[src/rtl/rf_host_access_seq.sv]
// Host (debug) access sequencer for the core register file: arbitrates port B and the write
// port against the pipeline, bypasses same-cycle core writes, and forces a hold on starvation.
module rf_host_access_seq #(
  parameter int unsigned DATA_W   = 32,
  parameter int unsigned ADDR_W   = 6,
  parameter int unsigned NUM_REGS = 32,
  parameter int unsigned MAX_WAIT = 8
) (
  input  logic              clk,
  input  logic              rst_a,
  input  logic              h_req,
  input  logic              h_write,
  input  logic [ADDR_W-1:0] h_addr,
  input  logic [DATA_W-1:0] h_wdata,
  output logic              h_ack,
  output logic              h_err,
  output logic [DATA_W-1:0] h_rdata,
  input  logic              core_rd_b,
  input  logic              core_we,
  input  logic [ADDR_W-1:0] core_wba,
  input  logic [DATA_W-1:0] core_wbdata,
  input  logic [DATA_W-1:0] rf_qb,
  output logic              rf_host_b,
  output logic              rf_host_w,
  output logic [ADDR_W-1:0] rf_addr,
  output logic [DATA_W-1:0] rf_wdata,
  output logic              core_hold
);

  localparam logic [7:0] MaxWaitC = 8'(MAX_WAIT);

  typedef enum logic [1:0] {StIdle, StArb, StRdCapt, StDone} state_e;

  state_e              state_q, state_d;
  logic                write_q, write_d;
  logic                err_q, err_d;
  logic [ADDR_W-1:0]   addr_q, addr_d;
  logic [DATA_W-1:0]   wdata_q, wdata_d;
  logic [7:0]          cnt_q, cnt_d;
  logic                hold_q, hold_d;
  logic                byp_q, byp_d;
  logic [DATA_W-1:0]   byp_data_q, byp_data_d;
  logic [DATA_W-1:0]   rdata_q, rdata_d;
  logic                grant;

  always_ff @(posedge clk or negedge rst_a) begin
    if (!rst_a) begin
      state_q    <= StIdle;
      write_q    <= 1'b0;
      err_q      <= 1'b0;
      addr_q     <= '0;
      wdata_q    <= '0;
      cnt_q      <= '0;
      hold_q     <= 1'b0;
      byp_q      <= 1'b0;
      byp_data_q <= '0;
      rdata_q    <= '0;
    end else begin
      state_q    <= state_d;
      write_q    <= write_d;
      err_q      <= err_d;
      addr_q     <= addr_d;
      wdata_q    <= wdata_d;
      cnt_q      <= cnt_d;
      hold_q     <= hold_d;
      byp_q      <= byp_d;
      byp_data_q <= byp_data_d;
      rdata_q    <= rdata_d;
    end
  end

  // The core always wins the port it needs; the host only gets it on a free cycle.
  assign grant = write_q ? !core_we : !core_rd_b;

  always_comb begin
    state_d    = state_q;
    write_d    = write_q;
    err_d      = err_q;
    addr_d     = addr_q;
    wdata_d    = wdata_q;
    cnt_d      = cnt_q;
    hold_d     = 1'b0;
    byp_d      = byp_q;
    byp_data_d = byp_data_q;
    rdata_d    = rdata_q;
    rf_host_b  = 1'b0;
    rf_host_w  = 1'b0;
    h_ack      = 1'b0;
    h_err      = 1'b0;

    case (state_q)
      StIdle: begin
        if (h_req) begin
          write_d = h_write;
          addr_d  = h_addr;
          wdata_d = h_wdata;
          cnt_d   = '0;
          err_d   = (32'(h_addr) >= NUM_REGS);
          state_d = err_d ? StDone : StArb;
        end
      end
      StArb: begin
        if (grant) begin
          if (write_q) begin
            rf_host_w = 1'b1;
            state_d   = StDone;
          end else begin
            rf_host_b = 1'b1;
            // RAM is not write-through: a same-cycle core write must win over stale rf_qb.
            byp_d      = core_we && (core_wba == addr_q);
            byp_data_d = core_wbdata;
            state_d    = StRdCapt;
          end
        end else begin
          if (cnt_q != MaxWaitC) cnt_d = cnt_q + 8'd1;
          hold_d = (cnt_d == MaxWaitC);
        end
      end
      StRdCapt: begin
        rdata_d = byp_q ? byp_data_q : rf_qb;
        state_d = StDone;
      end
      StDone: begin
        h_ack   = 1'b1;
        h_err   = err_q;
        state_d = StIdle;
      end
      default: state_d = StIdle;
    endcase
  end

  assign h_rdata   = rdata_q;
  assign rf_addr   = addr_q;
  assign rf_wdata  = wdata_q;
  assign core_hold = hold_q;

endmodule

[config.mk]
export PLATFORM = sky130hd
export DESIGN_NAME = rf_host_access_seq
export DESIGN_NICKNAME = d
export VERILOG_FILES = /design/src/rtl/rf_host_access_seq.sv
export SDC_FILE = /design/constraint.sdc
export NUM_CORES = 1
export LEC_CHECK = 0
export ABC_AREA = 1
export BUFFER_PORTS_ARGS = -buffer_cell sky130_fd_sc_hd__clkbuf_2
export CAP_MARGIN = 20
export CELL_PAD_IN_SITES_DETAIL_PLACEMENT = 1
export CELL_PAD_IN_SITES_GLOBAL_PLACEMENT = 2
export CORE_MARGIN = 3
export CORE_UTILIZATION = 28
export CTS_BUF_LIST = sky130_fd_sc_hd__clkbuf_8
export CTS_CLUSTER_DIAMETER = 100
export CTS_CLUSTER_SIZE = 24
export DETAILED_ROUTE_END_ITERATION = 10
export PLACE_DENSITY_LB_ADDON = 0.1
export SYNTH_ARGS = -nofsm -noshare
export SYNTH_HDL_FRONTEND = slang
export SYNTH_SLANG_ARGS = --single-unit
export TNS_END_PERCENT = 5
[constraint.sdc]
create_clock -name clk -period 1.81 [get_ports clk]
set_clock_uncertainty 0.1 [all_clocks]
set_input_delay 0.0905 -clock clk [delete_from_list [all_inputs] [get_ports clk]]
set_output_delay 0.0905 -clock clk [all_outputs]
set_load 0.05 [all_outputs]
Yosys cells after proc, flatten, opt, wreduce, memory -nomap -nowiden
Cells that the tools add are included.

$add $sub $neg: 1. Multiply operators: 0. Div/mod/pow operators: 0. $lt $le $gt $ge: 1. Equality and inequality tests: 9. Shifts and indexed selects: 0. Muxes and demuxes: 23. Bitwise gates (word level): 1. Reduce and logical (&&, ||, !) cells: 9.

Operator list (count): $mux W8 (5); $mux W32 (1); $pmux W8 S2 (1); $mux W1 (12); $add A8 B1 Y8 const B (1); $eq A8 B4 Y1 const B (1); $ne A8 B4 Y1 const B (1); $pmux W2 S4 (1); $eq A6 B6 Y1 (1); $ge A6 B6 Y1 const B (1); $mux W2 (3); $ne A2 B2 Y1 const B (3); $reduce_and A3 Y1 (2); $eq A2 B2 Y1 const B (2); $reduce_and A2 Y1 (2); $eq A2 B1 Y1 const B (1); $logic_not A1 Y1 (2); $logic_not A2 Y1 (1); $reduce_bool A2 Y1 (1); $logic_and A1 B1 Y1 (1); $not A1 Y1 (1).

Bits in registers: 116. Bits in latches: 0. Memory bits (writable): 0. Memory bits (read-only): 0. Input bits: 114. Output and inout bits: 75. Logic and storage cells: 54. Memories: 0.

Longest topological paths before layout
Depth after elaboration: 7. Mapped depth: 9. Mapped depth without buffers: 9.

Worst setup path before layout
OpenSTA, ideal clock, no wires.

Path kind: reg-to-output. Start: register state_q[1]. End: output port rf_host_w. Data arrival time: 1.946 ns. Required time: 1.619 ns. Setup slack: -0.326 ns. Stages on the path, launching flop included: 5. Path buffers: 0. Cells stage by stage: dfrtp_1 > inv_1 > ha_1 > inv_1 > nor3_1.

Word-level cells in the longest chain between the ends: 2.

RTL lines: from (decl) (line 34) `state_e state_q, state_d;`; from (signal assigned) (line 48) `state_q <= StIdle;`; from (signal assigned) (line 59) `state_q <= state_d;`; $eq A2 B1 Y1 (line 91) `case (state_q)`; $mux W1 (line 91); to (decl) (line 24) `output logic rf_host_w,`.

Every way passes these cells.

Worst setup path in the final report
Start: register state_q[1]. End: output port h_err.

Word-level cells in the longest chain between the ends: 2.

RTL lines: $eq A2 B2 Y1 (line 91); $mux W1 (line 91); to (decl) (line 16) `output logic h_err,`.

Every way passes these cells.

==> results_dict.tcl <==
set metrics [dict create \
    clk_pin_slew_ns 0.07 \
    status "finished, final reports clean" \
    cts-root-buf "clkbuf_8" \
    final_cell_area_um2 7850 \
    drt_iter0_markers 233 \
    drtPass1Iterations 4 \
    timing.fmax_mhz 581 \
    dp_slack_ns 0.0478 \
    finalCritPeriodShare 0.952 \
    final_core_util 0.452 \
    setup_viol 0 \
    reg2reg_from "rf_addr[4]" \
    numPortBuffers 188 \
    die_w_um 139 \
    synth-warning-count 0 \
    grt_use_total 0.184 \
    holdCritPathClass "in2async" \
    area.growth.synth_to_final_pct 58.0 \
    synth-adder-area-share 0.0151 \
    nets 1031 \
    ir_drop_mv 0.675 \
    path_class "reg2out" \
    seq_area_frac_synth 0.584 \
    antenna_found_initial 0 \
    hold_viol_final 0 \
    ff2ff_path_depth 6 \
    drv_cap 0 \
    drtAntennaViolNets 0 \
    arrival_ns 1.53 \
    grt_pass1_wl_um 28800 \
    drive_above_1_share 0.275 \
    min_period_ns 1.72 \
    worst_setup_path_end_kind "output pin" \
    tns_ns 0 \
    htree_levels 4 \
    clk_latency_ns 0.43 \
    wl_per_cell_um 15.3 \
    rsz0062_at_grt "false" \
    synth_flop_cell "dfrtp_1" \
    coreArea_um2 17400 \
    synth_top_family_by_area "simple AND/OR/NAND/NOR gates" \
    holdWs_ns 0.0371 \
    initial_utilization 0.286 \
    hpwl_um 11800 \
    synth_compound_area_frac 0.0652 \
    dp.cells 1006 \
    avgSynthCellArea_um2 8.25 \
    grt_overflow_total 0 \
    clock_path_buffers 2 \
    synth-edff-count 0 \
    vias 5155 \
    synth_xor_area_frac 0.00881 \
    p_total_mw 13.6 \
    layout_common_cells "nand2_1 (309), clkbuf_2 (185), dfrtp_1 (115)" \
    synth-async-reset-ratio 1.00 \
    final_common_cell "nand2_1" \
    use_met2 0.313 \
    grt_pass1_vias 5722 \
    power.leakage_nw 4.14 \
    grt_max_degree 43 \
    die-area_um2 19400 \
    setup_ws_ns 0.0877 \
    finalWirelength_um 17500 \
    rows 48 \
    gp_congestion 0.753 \
    use_met1 0.224 \
    postSynthCellCount 603 \
    diodes 0 \
    max_slew_margin 0.718 \
    slew_violations 0 \
    route.detailed.drc 0 \
    ioPinCount 189 \
    required_ns 1.62 \
    yosysUniqueCellTypes 24 \
    synth_area_um2 4970 \
    critPathLaunchType "flip-flop" \
    regToRegSetupSlack_ns 0.14 \
    grt.busiest_layer "met2" \
    syn_nets 723 \
    final_cells 1148 \
    die_h_um 139 \
    rr_endpoint "byp_q" \
    cts_buffers 17 \
    use_met3 0.0550 \
    place_area_um2 6300 \
    viasPerCell 4.49 \
    synth_seq_cells 116 \
    cts_tree "built" \
    numClockSinks 116 \
    crit_path_max_fanout 3 \
    tightest_slew_ns 0.424 \
    synth_mux_area_frac 0 \
    pwr_density_cell_nw_per_um2 1730 \
    synthSimpleGateAreaFrac 0.285 \
]
## registers in the layout, summed over array words and instances, names as in the netlist
signal	count
write_q	1
rf_wdata	32
byp_q	1
rf_addr	6
cnt_q	8
h_rdata	32
state_q	2
err_q	1
byp_data_q	32
core_hold	1
## where the power goes
part | internal (mW) | switching (mW)
Combinational | 1.81 | 4.89
Sequential | 3.73 | 0.679
Clock | 1.45 | 1.07
## worst max path at each step
stage | start | end | cells after the start
after floorplan | state_q[1] | rf_host_w | 4
after global placement | state_q[1] | rf_host_b | 5
after detailed placement | state_q[1] | rf_host_b | 5
after CTS | state_q[0] | rf_host_w | 4
after global routing | state_q[1] | rf_host_w | 5
final | state_q[1] | h_err | 5
## worst max-delay path, cell delays in order (launching register included)
cell and delay, ns:
dfrtp_1 0.39, buf_4 0.15, ha_1 0.22, nand2_1 0.08, inv_1 0.04, clkbuf_2 0.23
## kinds of logic after synthesis
family                   count (synthesis)
AND/OR/NAND/NOR                        369
flip-flops                             116
buffers and inverters                   54
AO/OA/AOI/OAI                           53
adder cells (fa/ha/maj)                  6
XOR/XNOR                                 5
## layout make-up
class,instances,area [um2]
sequential,116,2900
clock buffer,20,275
timing repair buffer,316,2260
tap,225,282
multi-input combinational,433,1890
fill,2105,9500
inverter,26,105
timing repair inverter,1,6.26
clock inverter,11,134
## repair_timing
action | in CTS | in global routing
hold endpoints to repair | 222 | 0
gates resized for setup | 8 | 5
pin swaps | 0 | 1
hold buffers | 108 | 0
setup buffers | 1 | 1
endpoints found under the setup margin | 2 | 52
cloned | 1 | 0
## synthesized netlist by cell type, types with 3 or more instances
cell      count  area [um2]
a31oi_1      33         206
buf_1         5        18.8
inv_1        23        86.3
clkbuf_1     17        63.8
nor2_1       47         176
nand3_1       4        20.0
nand4_1       3        18.8
o22ai_1       5        31.3
xor2_1        4        35.0
o21ai_0      10        50.1
nand2_1     309        1160
dfrtp_1     116        2900
ha_1          6        75.1
o21ai_1       3        15.0
buf_2         6        30.0
## per-layer routing
metal / wire [um] / share of wire / vias up
met5: 0 / 0 / -
met4: 348 / 0.020 / 0
met3: 1000 / 0.057 / 27
met2: 8760 / 0.50 / 143
met1: 7400 / 0.42 / 2484
li1: - / - / 2501
(Power assumes the default switching activity.)
